File: config.mk
export PLATFORM = sky130hd
export DESIGN_NAME = sys_sync_fifo
export DESIGN_NICKNAME = d
export VERILOG_FILES = /design/src/rtl/sys_fifo_pkg.sv /design/src/rtl/sys_fifo_ram.sv /design/src/rtl/sys_sync_fifo.sv
export SDC_FILE = /design/constraint.sdc
export NUM_CORES = 1
export LEC_CHECK = 0
export CAP_MARGIN = 20
export CELL_PAD_IN_SITES_DETAIL_PLACEMENT = 0
export CELL_PAD_IN_SITES_GLOBAL_PLACEMENT = 1
export CORE_MARGIN = 1.5
export CORE_UTILIZATION = 55
export DETAILED_ROUTE_END_ITERATION = 10
export GPL_ROUTABILITY_DRIVEN = 0
export HOLD_SLACK_MARGIN = 0.08
export PLACE_DENSITY_LB_ADDON = 0.05
export SLEW_MARGIN = 40
export SYNTH_ARGS = -nofsm -noshare
export SYNTH_HDL_FRONTEND = slang
export SYNTH_HIERARCHICAL = 1
export SYNTH_SLANG_ARGS = --single-unit
File: constraint.sdc
create_clock -name sys_clk -period 9.7 [get_ports sys_clk]
set_input_delay 1.94 -clock sys_clk [delete_from_list [all_inputs] [get_ports sys_clk]]
set_output_delay 1.94 -clock sys_clk [all_outputs]
set_load 0.02 [all_outputs]
File: src/rtl/sys_fifo_pkg.sv
// Shared constants and helpers for the sys_sync_fifo block.
// Holds the default data width and depth and the occupancy-counter width.
package sys_fifo_pkg;

  localparam int DEF_DATA_W = 16;
  localparam int DEF_DEPTH  = 64;

  // The counter must represent 0..depth inclusive, hence one bit more than the pointer.
  function automatic int cnt_w(input int depth);
    return $clog2(depth) + 1;
  endfunction

endpackage

File: src/rtl/sys_fifo_ram.sv
// Storage array for sys_sync_fifo: DEPTH x DATA_W flops, one write port
// (synchronous) and one read port (asynchronous). Contents are never reset.
module sys_fifo_ram
  import sys_fifo_pkg::*;
#(
  parameter int DATA_W = DEF_DATA_W,
  parameter int DEPTH  = DEF_DEPTH
) (
  input  logic                     sys_clk,
  input  logic                     wr_en,
  input  logic [$clog2(DEPTH)-1:0] wr_addr,
  input  logic [DATA_W-1:0]        wr_data,
  input  logic [$clog2(DEPTH)-1:0] rd_addr,
  output logic [DATA_W-1:0]        rd_data
);

  logic [DATA_W-1:0] mem [DEPTH];

  // Store the incoming word at the write address on an accepted write.
  always_ff @(posedge sys_clk) begin
    if (wr_en) begin
      mem[wr_addr] <= wr_data;
    end
  end

  assign rd_data = mem[rd_addr];

endmodule

File: src/rtl/sys_sync_fifo.sv
// Single-clock FIFO with occupancy/room counts, threshold flags and sticky
// overrun/underrun flags. Define SYS_SYNC_FIFO_FWFT_EN for first-word-fall-through
// output; the default build gives a registered read port with one cycle latency.
module sys_sync_fifo
  import sys_fifo_pkg::*;
#(
  parameter int DATA_W = DEF_DATA_W,
  parameter int DEPTH  = DEF_DEPTH,
  parameter int AF_LVL = DEPTH - 4,
  parameter int AE_LVL = 4
) (
  input  logic                     sys_clk,
  input  logic                     sys_rst_n,
  input  logic                     wr_en_i,
  input  logic [DATA_W-1:0]        wr_data_i,
  input  logic                     rd_en_i,
  input  logic                     err_clr_i,
  output logic [DATA_W-1:0]        rd_data_o,
  output logic                     rd_valid_o,
  output logic                     fifo_empty_o,
  output logic                     fifo_full_o,
  output logic                     fifo_almost_empty_o,
  output logic                     fifo_almost_full_o,
  output logic                     fifo_overrun_o,
  output logic                     fifo_underrun_o,
  output logic [cnt_w(DEPTH)-1:0]  fifo_data_num_o,
  output logic [cnt_w(DEPTH)-1:0]  fifo_room_num_o
);

  localparam int PTR_W = $clog2(DEPTH);
  localparam int CNT_W = cnt_w(DEPTH);

  logic [PTR_W-1:0]  wr_ptr;
  logic [PTR_W-1:0]  rd_ptr;
  logic [CNT_W-1:0]  count;
  logic [CNT_W-1:0]  count_nxt;
  logic              wr_acc;
  logic              rd_acc;
  logic [DATA_W-1:0] ram_rd_data;

  sys_fifo_ram #(
    .DATA_W (DATA_W),
    .DEPTH  (DEPTH)
  ) u_ram (
    .sys_clk (sys_clk),
    .wr_en   (wr_acc),
    .wr_addr (wr_ptr),
    .wr_data (wr_data_i),
    .rd_addr (rd_ptr),
    .rd_data (ram_rd_data)
  );

  // Decide which requests are accepted and what the occupancy becomes after this edge.
  always_comb begin
    wr_acc    = wr_en_i && !fifo_full_o;
    rd_acc    = rd_en_i && !fifo_empty_o;
    count_nxt = count;
    case ({wr_acc, rd_acc})
      2'b10:   count_nxt = count + CNT_W'(1);
      2'b01:   count_nxt = count - CNT_W'(1);
      default: count_nxt = count;
    endcase
  end

  // Pointers, occupancy and status flags; flags derive from the next count so they match it.
  always_ff @(posedge sys_clk or negedge sys_rst_n) begin
    if (!sys_rst_n) begin
      wr_ptr              <= '0;
      rd_ptr              <= '0;
      count               <= '0;
      fifo_empty_o        <= 1'b1;
      fifo_full_o         <= 1'b0;
      fifo_almost_empty_o <= 1'b1;
      fifo_almost_full_o  <= 1'b0;
      fifo_room_num_o     <= CNT_W'(DEPTH);
    end else begin
      if (wr_acc) begin
        wr_ptr <= wr_ptr + PTR_W'(1);
      end
      if (rd_acc) begin
        rd_ptr <= rd_ptr + PTR_W'(1);
      end
      count               <= count_nxt;
      fifo_empty_o        <= (count_nxt == '0);
      fifo_full_o         <= (count_nxt == CNT_W'(DEPTH));
      fifo_almost_empty_o <= (count_nxt <= CNT_W'(AE_LVL));
      fifo_almost_full_o  <= (count_nxt >= CNT_W'(AF_LVL));
      fifo_room_num_o     <= CNT_W'(DEPTH) - count_nxt;
    end
  end

  assign fifo_data_num_o = count;

  // Sticky error flags; a new error in the clearing cycle keeps the flag set.
  always_ff @(posedge sys_clk or negedge sys_rst_n) begin
    if (!sys_rst_n) begin
      fifo_overrun_o  <= 1'b0;
      fifo_underrun_o <= 1'b0;
    end else begin
      if (wr_en_i && fifo_full_o) begin
        fifo_overrun_o <= 1'b1;
      end else if (err_clr_i) begin
        fifo_overrun_o <= 1'b0;
      end
      if (rd_en_i && fifo_empty_o) begin
        fifo_underrun_o <= 1'b1;
      end else if (err_clr_i) begin
        fifo_underrun_o <= 1'b0;
      end
    end
  end

`ifdef SYS_SYNC_FIFO_FWFT_EN
  // Head entry is shown directly; forced to zero while empty so reset shows a clean output.
  always_comb begin
    rd_valid_o = !fifo_empty_o;
    rd_data_o  = fifo_empty_o ? '0 : ram_rd_data;
  end
`else
  // Registered read port: load the head word on an accepted read and pulse valid for one cycle.
  always_ff @(posedge sys_clk or negedge sys_rst_n) begin
    if (!sys_rst_n) begin
      rd_data_o  <= '0;
      rd_valid_o <= 1'b0;
    end else begin
      rd_valid_o <= rd_acc;
      if (rd_acc) begin
        rd_data_o <= ram_rd_data;
      end
    end
  end
`endif

endmodule

[After elaboration in Yosys (flattened, before gate mapping)]
Memory sizes are Yosys's and may differ from the RTL's. A register that Yosys moved wholly into a read port is not among the register bits.
Cells that the tools add are included.
Storage, ports and cells
  register bits after elaboration: 33
  memory bits (writable): 1024
  input port bits: 21
  output and inout port bits: 37
  memories: 1
Memories
  u_ram.mem: words 64, width 16, rd ports 1, clocked after Yosys merged registers in 1, write ports 1, RTL line sys_fifo_ram.sv:17  | logic [DATA_W-1:0] mem [DEPTH];
Operators by class
  add/sub/neg operators: 5
  $lt $le $gt $ge: 2
  equality and inequality tests: 3
  muxes and demuxes: 6
  reductions and logical operators: 10
Operators by type and width (count)
  case mux 7 bit (2 select lines): 1
  adder 6 x 1 -> 6 bit, second input constant: 2
  adder 7 x 1 -> 7 bit, second input constant: 1
  equality test 7 bit, second input constant: 1
  >= comparator 7 x 6 -> 1 bit, second input constant: 1
  <= comparator 7 x 3 -> 1 bit, second input constant: 1
  logical NOT 7 bit: 1
  subtractor 7 x 1 -> 7 bit, second input constant: 1
  subtractor 7 bit, first input constant: 1
  two-way mux 1 bit: 5
  logical AND 1 bit: 4
  nonzero test 2 bit: 2
  logical NOT 1 bit: 3
  equality test 2 x 1 -> 1 bit, second input constant: 1
  equality test 2 bit, second input constant: 1

[Logic depth before layout (Yosys ltp)]
Gate-level depths: netlist of the first run.
  depth in word-level cells: 5
  gate-level depth with buffers: 14

[By module]
Netlist of the first run, hierarchy kept.
By module, submodules not included
  sys_fifo_ram: instances 1, cells each 1813, area each 39721.8 um^2
  sys_sync_fifo: instances 1, cells each 213, area each 2193.4 um^2

[Worst setup path before layout of the first run]
Ideal clock, no wire load.
  kind: input to register
  from: input rd_en_i
  to: register fifo_room_num_o[6]
  library setup time: 76 ps
  arrival time: 4385 ps
  required time: 9624 ps
  path slack: 5239 ps
  cell stages on the path: 14
  path buffers: 3
  cell sequence: nand2b_4 > clkbuf_1 > clkbuf_1 > inv_1 > ha_1 > buf_2 > o31a_1 > a2111o_1 > a21oi_2 > xnor2_1 > clkinv_2 > nor2_4 > nand4_4 > xnor2_1
On the way
  cells in the longest elaborated chain, start to end: 4
Ends and longest elaborated chain
  start: declaration: RTL line sys_sync_fifo.sv:16  | input logic rd_en_i,
  logical AND 1 bit (*): RTL line sys_sync_fifo.sv:56  | rd_acc = rd_en_i && !fifo_empty_o;
  equality test 2 x 1 -> 1 bit or equality test 2 bit (tied branches): RTL line sys_sync_fifo.sv:58  | case ({wr_acc, rd_acc})
  case mux 7 bit (2 select lines) (*): RTL line sys_sync_fifo.sv:58
  via count_nxt[4]: RTL line sys_sync_fifo.sv:36  | logic [CNT_W-1:0] count_nxt;
  subtractor 7 bit (*): RTL line sys_sync_fifo.sv:88  | fifo_room_num_o <= CNT_W'(DEPTH) - count_nxt;
  end signal: assignment: RTL line sys_sync_fifo.sv:75  | fifo_room_num_o <= CNT_W'(DEPTH);
  end signal: assignment: RTL line sys_sync_fifo.sv:88
  end: declaration: RTL line sys_sync_fifo.sv:27  | output logic [cnt_w(DEPTH)-1:0] fifo_room_num_o
The timed path passes the listed nets; every way through them passes the cells marked *.
A chain may end at the register's enable or synchronous reset.

[Worst setup path after layout of the first run]
  from: input rd_en_i
  to: register fifo_almost_empty_o
On the way
  cells in the longest elaborated chain, start to end: 4
Ends and longest elaborated chain
  logical AND 1 bit (*): RTL line sys_sync_fifo.sv:56
  equality test 2 x 1 -> 1 bit or equality test 2 bit (tied branches): RTL line sys_sync_fifo.sv:58
  case mux 7 bit (2 select lines) (*): RTL line sys_sync_fifo.sv:58
  via count_nxt[4]: RTL line sys_sync_fifo.sv:36
  <= comparator 7 x 3 -> 1 bit (*): RTL line sys_sync_fifo.sv:86  | fifo_almost_empty_o <= (count_nxt <= CNT_W'(AE_LVL));
  end signal: assignment: RTL line sys_sync_fifo.sv:86
  end: declaration: RTL line sys_sync_fifo.sv:22  | output logic fifo_almost_empty_o,
Marks and branches as above.

==> results of run 1 <==
-- registers in the layout (all words and copies together), names as in the netlist --
| signal | cells |
|---|---|
| wr_ptr | 6 |
| fifo_almost_full_o | 1 |
| u_ram/mem | 1024 |
| fifo_almost_empty_o | 1 |
| rd_ptr | 6 |
| fifo_underrun_o | 1 |
| fifo_room_num_o | 6 |
| rd_data_o | 16 |
| fifo_empty_o | 1 |
| fifo_full_o | 1 |
| fifo_data_num_o | 7 |
| fifo_overrun_o | 1 |
| rd_valid_o | 1 |
-- final timing paths --
check,from,to,slack [ns]
worst max register to register,rd_ptr[2]$_DFFE_PN0P_,rd_data_o[3]$_DFFE_PN0P_,5.83
worst min register to register,rd_data_o[14]$_DFFE_PN0P_,rd_data_o[14]$_DFFE_PN0P_,0.49
worst max-delay path,rd_en_i,fifo_almost_empty_o$_DFF_PN1_,5.26
worst min-delay path,rd_data_o[14]$_DFFE_PN0P_,rd_data_o[14]$_DFFE_PN0P_,0.49
min in group asynchronous,sys_rst_n,fifo_room_num_o[3]$_DFF_PN0_,1.39
max in group asynchronous,sys_rst_n,rd_ptr[1]$_DFFE_PN0P_,7.74
-- power by group --
| part | switching, uW | total [uW] | internal [uW] | leakage, uW |
|---|---|---|---|---|
| clock network | 1670 | 3880 | 2210 | 0.00162 |
| logic | 2280 | 3890 | 1610 | 0.00382 |
| registers | 252 | 5580 | 5330 | 0.00978 |
| total | 4200 | 13300 | 9140 | 0.0152 |
-- per-layer routing --
| metal | track usage [%] | up-vias | part of all wire (%) |
|---|---|---|---|
| met2 | 42.5 | 638 | 50 |
| li1 | - | 8648 | - |
| met4 | 6.70 | 0 | 2.1 |
| met5 | 0 | - | 0 |
| met3 | 3.64 | 121 | 6.0 |
| met1 | 36.8 | 10800 | 42 |
-- area by class of cell --
class	instances	area share (%)
clock inverters	66	1.01
flip-flops and latches	1072	67.9
well taps	978	2.60
clock buffers	125	5.94
inverters	12	0.106
repair buffers	164	3.05
multi-input cells	827	19.4
-- per-stage QoR --
| stage | setup WS (ns) | util, % |
|---|---|---|
| floorplan | 5.24 | - |
| global placement | 4.65 | 57.6 |
| detailed placement | 4.57 | 57.7 |
| CTS | 5.26 | 62.0 |
| global route | 5.03 | 62.2 |
| finish | 5.26 | 62.2 |
-- placed cells by master, fill, tap and decap left out, types with 39 or more instances in the layout --
cell and n:
edfxtp_1 1024, nand2_1 123, clkdlybuf4s50_1 40, clkbuf_16 109, buf_4 91, a22oi_1 39, nor2_1 81, mux2i_1 85
mux4_2 220, dfrtp_1 41
-- worst max-delay path: cells and delay by family --
kind	cells	cell delay, ns
AO/OA/AOI/OAI	2	0.55
XOR/XNOR	2	0.30
adder cells (fa/ha/maj)	1	0.25
buffers and inverters	3	1.00
AND/OR/NAND/NOR	5	0.95
-- Yosys cell counts, types with 21 or more instances --
master and count:
edfxtp_1 1024, mux2_2 28, mux2i_1 85, nand2_1 123
nand3_1 25, dfrtp_1 45, mux4_2 220, a21oi_1 21
nor2b_1 30, clkbuf_1 28, a22oi_1 39, buf_2 39
nor2_1 82
-- cells by family after synthesis --
group / count (synthesis) / synth area share, %
simple gates: 310 / 3.52
mux: 337 / 14.9
fa+ha+maj: 5 / 0.149
compound gates: 152 / 2.71
xor+xnor: 23 / 0.499
buf+inv: 127 / 2.04
flops: 1072 / 76.2
==> results.cfg, run 1 <==
[run_status]
status = complete, no violations

[clock_tree]
clockBufferDepth = 3
clkSinkCount = 1072
htree_levels = 3
post_cts_buffers = 0
worstSkewPairLatency_ns = 0.67
tritoncts = built
cts_resized = 0
hold_buffers = 0
cts_inserted_buffers = 108
clockRootBuffer = clkbuf_16
clk_pin_slew_ns = 0.06

[placed_design]
port_buffers = 57
place_inst = 3048
hpwl_mm = 57.6
place_area_sq_mm = 0.0437

[finish]
num_antenna_cells = 0
nFillCells = 5271
design_area_sq_mm = 0.0471
stdcell_count = 3244
area_growth_pct = 12.3
num-nets-final = 2211
multi_input_area_sq_mm = 0.00912
drive_gt1_share_pct = 24.4
ff_latch_area_sq_mm = 0.0320

[yosys]
syn_inst = 2026
synth-seq-cells = 1072
synth_area_leader_cell = edfxtp_1
syn_nets = 2052
synthDistinctLibCells = 68
synth_area_leaders = edfxtp_1 73%, mux4_2 12%, dfrtp_1 2.7%, mux2i_1 2.0%, nand2_1 1.1%
yosys_warnings = 6
synthesis.area_sq_mm = 0.0419
synth_area_per_cell_sq_um = 20.7
synth_top_area_share_pct = 73.4
async_flop_share_pct = 4.48
synth-edff-count = 1024
synth_seq_area_share_pct = 76.2
synth_ff_type = edfxtp_1

[worst_hold_path]
hold_path_depth = 2
min_path_type = flop to flop

[route]
vias = 20200
antenna_left = 0
firstDrtPassIters = 5
route.detailed.drc = 0
dr.first_iter.drc_count = 2018
totalWireLength_mm = 98.1
avgRoutedWirePerCell_um = 30.2
vias_per_cell = 6.22

[power]
leakagePower_uw = 0.0152
ir_drop_v = 0.000173
total_power_uw = 13300
p_per_area_mw_per_mm2 = 283

[timing]
finalHoldViolCount = 0
slew_violations = 0
rsz0062_at_grt = no
fin_skew_ns = 0.0242
timing.final.crit_share_pct = 45.8
fin_hold_ws_ns = 0.486
setup_viol = 0
worstMarginPinSlew_ns = 0.911
period_needed_ns = 4.44
fmax_mhz = 225
tns_ns = 0
relSlewSlack_pct = 39.1

[critical_path]
r2r_cells = 9
slowest_stage = clkdlybuf4s50_1
cpPeakStageDelay_ns = 0.47
crit_chain = clkdlybuf4s50_1, nand2b_4, clkinv_2, nand2_4, xnor2_1, ha_1, a2111o_1, a21oi_2, xnor2_1, clkinv_2, nor2_4, nand2_1, nor3_1
critPathMaxFanout = 25
path_class = primary input to flop
arrival_ns = 5.01
crit_required_ns = 10.26
cp-end-kind = flop
cp-start-kind = primary input

[floorplan]
die_w_um = 279
die_h_um = 279
start_util_pct = 55.4
coreArea_sq_mm = 0.0757
io_pins = 58
die_area_sq_mm = 0.0779
fp-row-count = 101

[global_routing]
grt_usage_pct = 25.8
grt_max_degree = 106
antenna_found_initial = 0
grt_pass1_wl_mm = 143
grt_pass1_vias = 20500
grt_overflow = 0

[flow_run]
cap_violations = 0
(Power assumes the default switching activity.)
==> run 2: changes to the inputs <==
Settings changed: CORE_UTILIZATION 55 to 50.
Clock period 9.7 ns to 3.7 ns, I/O delays scaled along.
==> run 2 against run 1 <==
Compared with the run above: sequential power rose to 2.6 times the previous value; sequential share of layout area down 1.3 points; count of clock-buffer cells in the layout up 23; first-iteration DRC count down 5.1%; die area up 9.9%; worst setup slack worse by 4.7 ns; final area up 1.9%; power rose to 2.7 times the previous value.
==> results.cfg, run 2 (same netlist as run 1, synthesis figures left out) <==
[route]
firstDrtPassIters = 5
route.detailed.drc = 0
antenna_left = 0
vias = 20600
avgRoutedWirePerCell_um = 29.8
vias_per_cell = 6.03
dr.first_iter.drc_count = 1916
totalWireLength_mm = 102

[finish]
final_common_cell = edfxtp_1
largest_register_ffs = 1024
area_growth_pct = 14.5
num-nets-final = 2285
top_register = u_ram/mem
layout_common_cells = 1024 x edfxtp_1, 220 x mux4_2, 164 x buf_4
drive_gt1_share_pct = 26.6

[floorplan]
fp-row-count = 105
die_area_sq_mm = 0.0856
io_pins = 58
die_h_um = 293
die_w_um = 293
coreArea_sq_mm = 0.0825
start_util_pct = 50.8

[worst_hold_path]
min_path_type = primary input to asynchronous set/reset pin

[critical_path]
slowest_stage = dfrtp_4
cpPeakStageDelay_ns = 0.77
path_delay_family = compound AO/OA/AOI/OAI gates
critPathMaxFanout = 34
cp-end-kind = flop
crit_buf_inv = 1
cp-start-kind = flop
crit_chain = buf_12, mux4_2, nor2b_1, a211o_1, a31oi_1, a311oi_1, nand2_1, nand2_1
r2r_cells = 8
crit_required_ns = 4.25
path_class = flop to flop
arrival_ns = 3.69
r2r-start = rd_ptr[0]$_DFFE_PN0P_
r2r-end = rd_data_o[13]$_DFFE_PN0P_
critical_path.most_common_cell = nand2_1
r2r_slack_ns = 0.56

[timing]
fin_skew_ns = 0.0177
rsz0062_at_grt = no
worstMarginPinSlew_ns = 0.881
fmax_mhz = 319
relSlewSlack_pct = 41.2
finalHoldViolCount = 0
period_needed_ns = 3.14
fin_ws_ns = 0.564
slew_violations = 0
setup_viol = 0
tns_ns = 0
timing.final.crit_share_pct = 84.8

[global_routing]
antenna_found_initial = 3
grt_usage_pct = 24.2
grt_max_degree = 65
grt_overflow = 0
grt_pass1_vias = 21000
grt_pass1_wl_mm = 148

[power]
ir_drop_v = 0.000423
p_per_area_mw_per_mm2 = 755
leakagePower_uw = 0.0157

[clock_tree]
clockRootBuffer = clkbuf_16
clockBufferDepth = 3
cts_inserted_buffers = 111
clkSinkCount = 1072
cts_resized = 0
htree_levels = 3
post_cts_buffers = 0
tritoncts = built
clk_pin_slew_ns = 0.06
hold_buffers = 0
worstSkewPairLatency_ns = 0.66

[flow_run]
cap_violations = 0

[placed_design]
pre_cts_ws_ns = 0.279
port_buffers = 57
hpwl_mm = 63.8

[run_status]
status = complete, no violations
## run 2: cell types whose count changed in the layout (fill, tap and decap cells not counted), moves of 2 or more
cell	delta
buf_4	+73
clkbuf_1	+13
clkbuf_16	+6
buf_12	+4
buf_6	-4
clkbuf_8	+4
clkinv_4	-4
buf_2	-2
clkinv_1	-2
diode_2	+2
nor2b_1	+2
nor2b_2	-2
## run 2: layout make-up
cell class / count / area, sq um
Fill cell: 6091 / 34500
Inverter: 12 / 50.0
Tap cell: 1070 / 1340
Clock inverter: 60 / 435
Sequential cell: 1072 / 32000
Multi-Input combinational cell: 827 / 9120
Clock buffer: 148 / 3050
Timing Repair Buffer: 235 / 2010
Antenna cell: 2 / 5.00
## run 2: report_power, final
part / switching [uW] / internal (uW) / total, uW
clock network: 4490 / 6180 / 10700
registers: 726 / 14000 / 14700
logic: 6200 / 4670 / 10900
total: 11400 / 24800 / 36200
## run 2: metal layers
metal | GRT usage (%) | vias to the layer above | wire, um
li1 | - | 8817 | -
met1 | 35.2 | 11000 | 44300
met2 | 37.4 | 706 | 47600
met3 | 4.55 | 169 | 6710
met4 | 8.02 | 2 | 3650
met5 | 0 | - | 10
## run 2: how the worst max path moves through the flow
stage          slack (ns)  cells after the start                             to                  start
6_report             0.56                      8      rd_data_o[13]$_DFFE_PN0P_  rd_ptr[0]$_DFFE_PN0P_
5_1_grt              0.37                      8      rd_data_o[13]$_DFFE_PN0P_  rd_ptr[0]$_DFFE_PN0P_
4_1_cts              0.55                      9       rd_data_o[8]$_DFFE_PN0P_  rd_ptr[0]$_DFFE_PN0P_
3_5_place_dp         0.28                     11  fifo_almost_empty_o$_DFF_PN1_                wr_en_i
3_3_place_gp         0.34                     11   fifo_room_num_o[6]$_DFF_PN1_                wr_en_i
2_1_floorplan        0.44                     14   fifo_room_num_o[6]$_DFF_PN1_                rd_en_i
## run 2: metrics by stage
step	hold slack, ns	power (uW)	area (sq um)	util (%)	instances
floorplan	0.440	21700	41900	-	2026
global placement	0.469	25800	44500	53.9	3216
detailed placement	0.473	25800	44500	53.9	3216
CTS	0.119	36500	48000	58.1	3424
global route	0.163	37600	48000	58.1	3424
finish	0.123	36200	48000	58.1	3426
==> variant, RTL diff (flow settings as in run 2) <==
Reset style: synchronous (`sys_rst_n`), changed in 3 clocked blocks. Comments in the files are not updated.
--- a/src/rtl/sys_sync_fifo.sv
+++ b/src/rtl/sys_sync_fifo.sv
@@ -63,7 +63,7 @@
   end
 
   // Pointers, occupancy and status flags; flags derive from the next count so they match it.
-  always_ff @(posedge sys_clk or negedge sys_rst_n) begin
+  always_ff @(posedge sys_clk) begin
     if (!sys_rst_n) begin
       wr_ptr              <= '0;
       rd_ptr              <= '0;
@@ -92,7 +92,7 @@
   assign fifo_data_num_o = count;
 
   // Sticky error flags; a new error in the clearing cycle keeps the flag set.
-  always_ff @(posedge sys_clk or negedge sys_rst_n) begin
+  always_ff @(posedge sys_clk) begin
     if (!sys_rst_n) begin
       fifo_overrun_o  <= 1'b0;
       fifo_underrun_o <= 1'b0;
@@ -118,7 +118,7 @@
   end
 `else
   // Registered read port: load the head word on an accepted read and pulse valid for one cycle.
-  always_ff @(posedge sys_clk or negedge sys_rst_n) begin
+  always_ff @(posedge sys_clk) begin
     if (!sys_rst_n) begin
       rd_data_o  <= '0;
       rd_valid_o <= 1'b0;
Formal check against the unedited RTL: differs if sys_rst_n is asserted again (counterexample within 4 cycles, from zero or initial values and one cycle with sys_rst_n low); with sys_rst_n held inactive, the same outputs for 4 cycles.
==> variant against run 2 <==
Wire length fell by 0.44%; hold slack improved by 0.33 ns; cell area is 0.49% lower; die area decreased by 0.13%; clock skew grew 0.0047 ns; first-iteration DRC count up 7.2%; fmax is 4.7% higher; synthesized area is 0.13% lower; worst setup slack improved by 0.14 ns; sequential cell count unchanged.
Power is not compared: it rests on default switching activity, and its combinational part moved more than twofold at a synthesized area within 25%.
==> variant: results (changes against run 2) <==
status: "finished, final reports clean"
syn-num-nets: 2076  # +1.2%
drtIter0Drc: 2053  # +7.2%
track_usage_pct: 24.1  # -0.095 points
synth_adder_area_share_pct: 0.149  # +0.00020 points
firstDrtPassIters: 7  # +2
first_global_vias: 20700  # -1.8%
synth.area.mux_share_pct: 14.9  # +0.067 points
arrival_ns: 3.53  # -0.16 ns
wl_met3_um: 6460  # -3.7%
post-cts-setup-buffers: 0  # unchanged
synth-async-reset-ratio_pct: 0  # -4.5 points
viasPerCell: 6.03  # about the same
fillers: 6123  # +0.53%
antenna_found_initial: 8  # +5
yosys_warnings: 6  # unchanged
cts_root_buf: "clkbuf_16"
p_leak_nw: 14.9
drt_wl_total_um: 102000  # -0.44%
place_inst: 3232  # +0.50%
clockBufferDepth: 3  # unchanged
rrSetupSlack_ns: 0.71  # +0.14 ns
finClkSkew_ns: 0.0224  # +0.00466 ns
hold_class: "reg2reg"
port_buffers: 57  # unchanged
yosysSeqAreaShare_pct: 75.8  # -0.48 points
synth-compound-area-share_pct: 3.05  # +0.34 points
dr.max_layer_used: "met5"
max-vdd-ir-drop_mv: 0.405
synth_area_per_cell_um2: 20.4  # -1.3%
cts_buffers: 108  # -2.7%
dp_slack_ns: 0.272  # -0.00697 ns
clkTransAtPathRegs_ns: 0.06  # about the same
slew_headroom_pct: 42.9  # +1.7 points
ys_types: 78  # +15%
grt_pass1_wl_um: 147000  # -0.36%
final_layout_size_suffix_gt1_share_pct: 26.2  # -0.35 points
synth_edf_count: 1024  # unchanged
clkLatencyLatePin_ns: 0.67
synth-xor-area-share_pct: 0.427  # -0.071 points
largestRegisters: "u_ram/mem: 1024 flops, rd_data_o: 16 flops, fifo_room_num_o: 7 flops"
antenna_left: 0  # unchanged
cts_resized: 0  # unchanged
slowest_delay_ns: 0.77  # about the same
wl_met2_um: 49000  # +3.0%
yosys-top-cells-count: "edfxtp_1, mux4_2, nand2_1, nor2_1, mux2i_1"
drt-met1-wl_um: 43900  # -0.87%
htree_levels: 3  # unchanged
path_max_fanout: 48  # +41%
crit_slowest_cell: "dfxtp_4"
route.detailed.drc: 0  # unchanged
routedWlPerCell_um: 29.7  # -0.58%
final_nets: 2298  # +0.57%
synth_area_leaders: "edfxtp_1, mux4_2, dfxtp_1"
place_hpwl_um: 63400  # -0.66%
max_freq_mhz: 334  # +4.7%
grt_max_degree: 65  # unchanged
## variant: critical path, delay by kind of cell (launching register included)
family	cells	cell delay (ns)
flops	1	0.77
buf+inv	2	0.62
compound gates	2	0.46
mux	1	0.33
simple gates	3	0.56
## variant: power by group
group,switching (mW),total [mW],leakage (nW),internal (mW)
registers,0.158,13.6,9.61,13.4
logic,1.99,3.69,3.61,1.70
clock network,4.44,10.4,1.64,5.98
total,6.59,27.7,14.9,21.1
## variant: final cells by class
type / instances / area share [%]
Sequential cell: 1072 / 66.4
Multi-Input combinational cell: 852 / 19.5
Clock inverter: 59 / 1.03
Clock buffer: 138 / 6.05
Antenna cell: 2 / 0.0105
Timing Repair Buffer: 231 / 4.11
Inverter: 7 / 0.0708
Tap cell: 1070 / 2.80
## variant: path summary, 6_finish.rpt
kind,startpoint,endpoint,cells past startpoint
setup / recovery,rd_ptr[2],rd_data_o[12],8
hold / removal,rd_data_o[0],rd_data_o[0],2
setup reg to reg,rd_ptr[2],rd_data_o[12],8
hold reg to reg,rd_data_o[0],rd_data_o[0],2
## variant: per-stage QoR
stage          utilization [%]  area (um^2)  hold slack (ns)
2_1_floorplan                -        41900            0.465
3_3_place_gp              53.7        44300            0.445
3_5_place_dp              53.7        44300            0.447
4_1_cts                   57.8        47700            0.455
5_1_grt                   57.9        47700            0.481
6_report                  57.9        47700            0.454
## variant: layer usage
| metal | track usage, % | vias to the layer above |
|---|---|---|
| li1 | - | 8884 |
| met1 | 35.2 | 11000 |
| met2 | 38.7 | 702 |
| met3 | 3.62 | 135 |
| met4 | 6.05 | 4 |
| met5 | 0 | - |
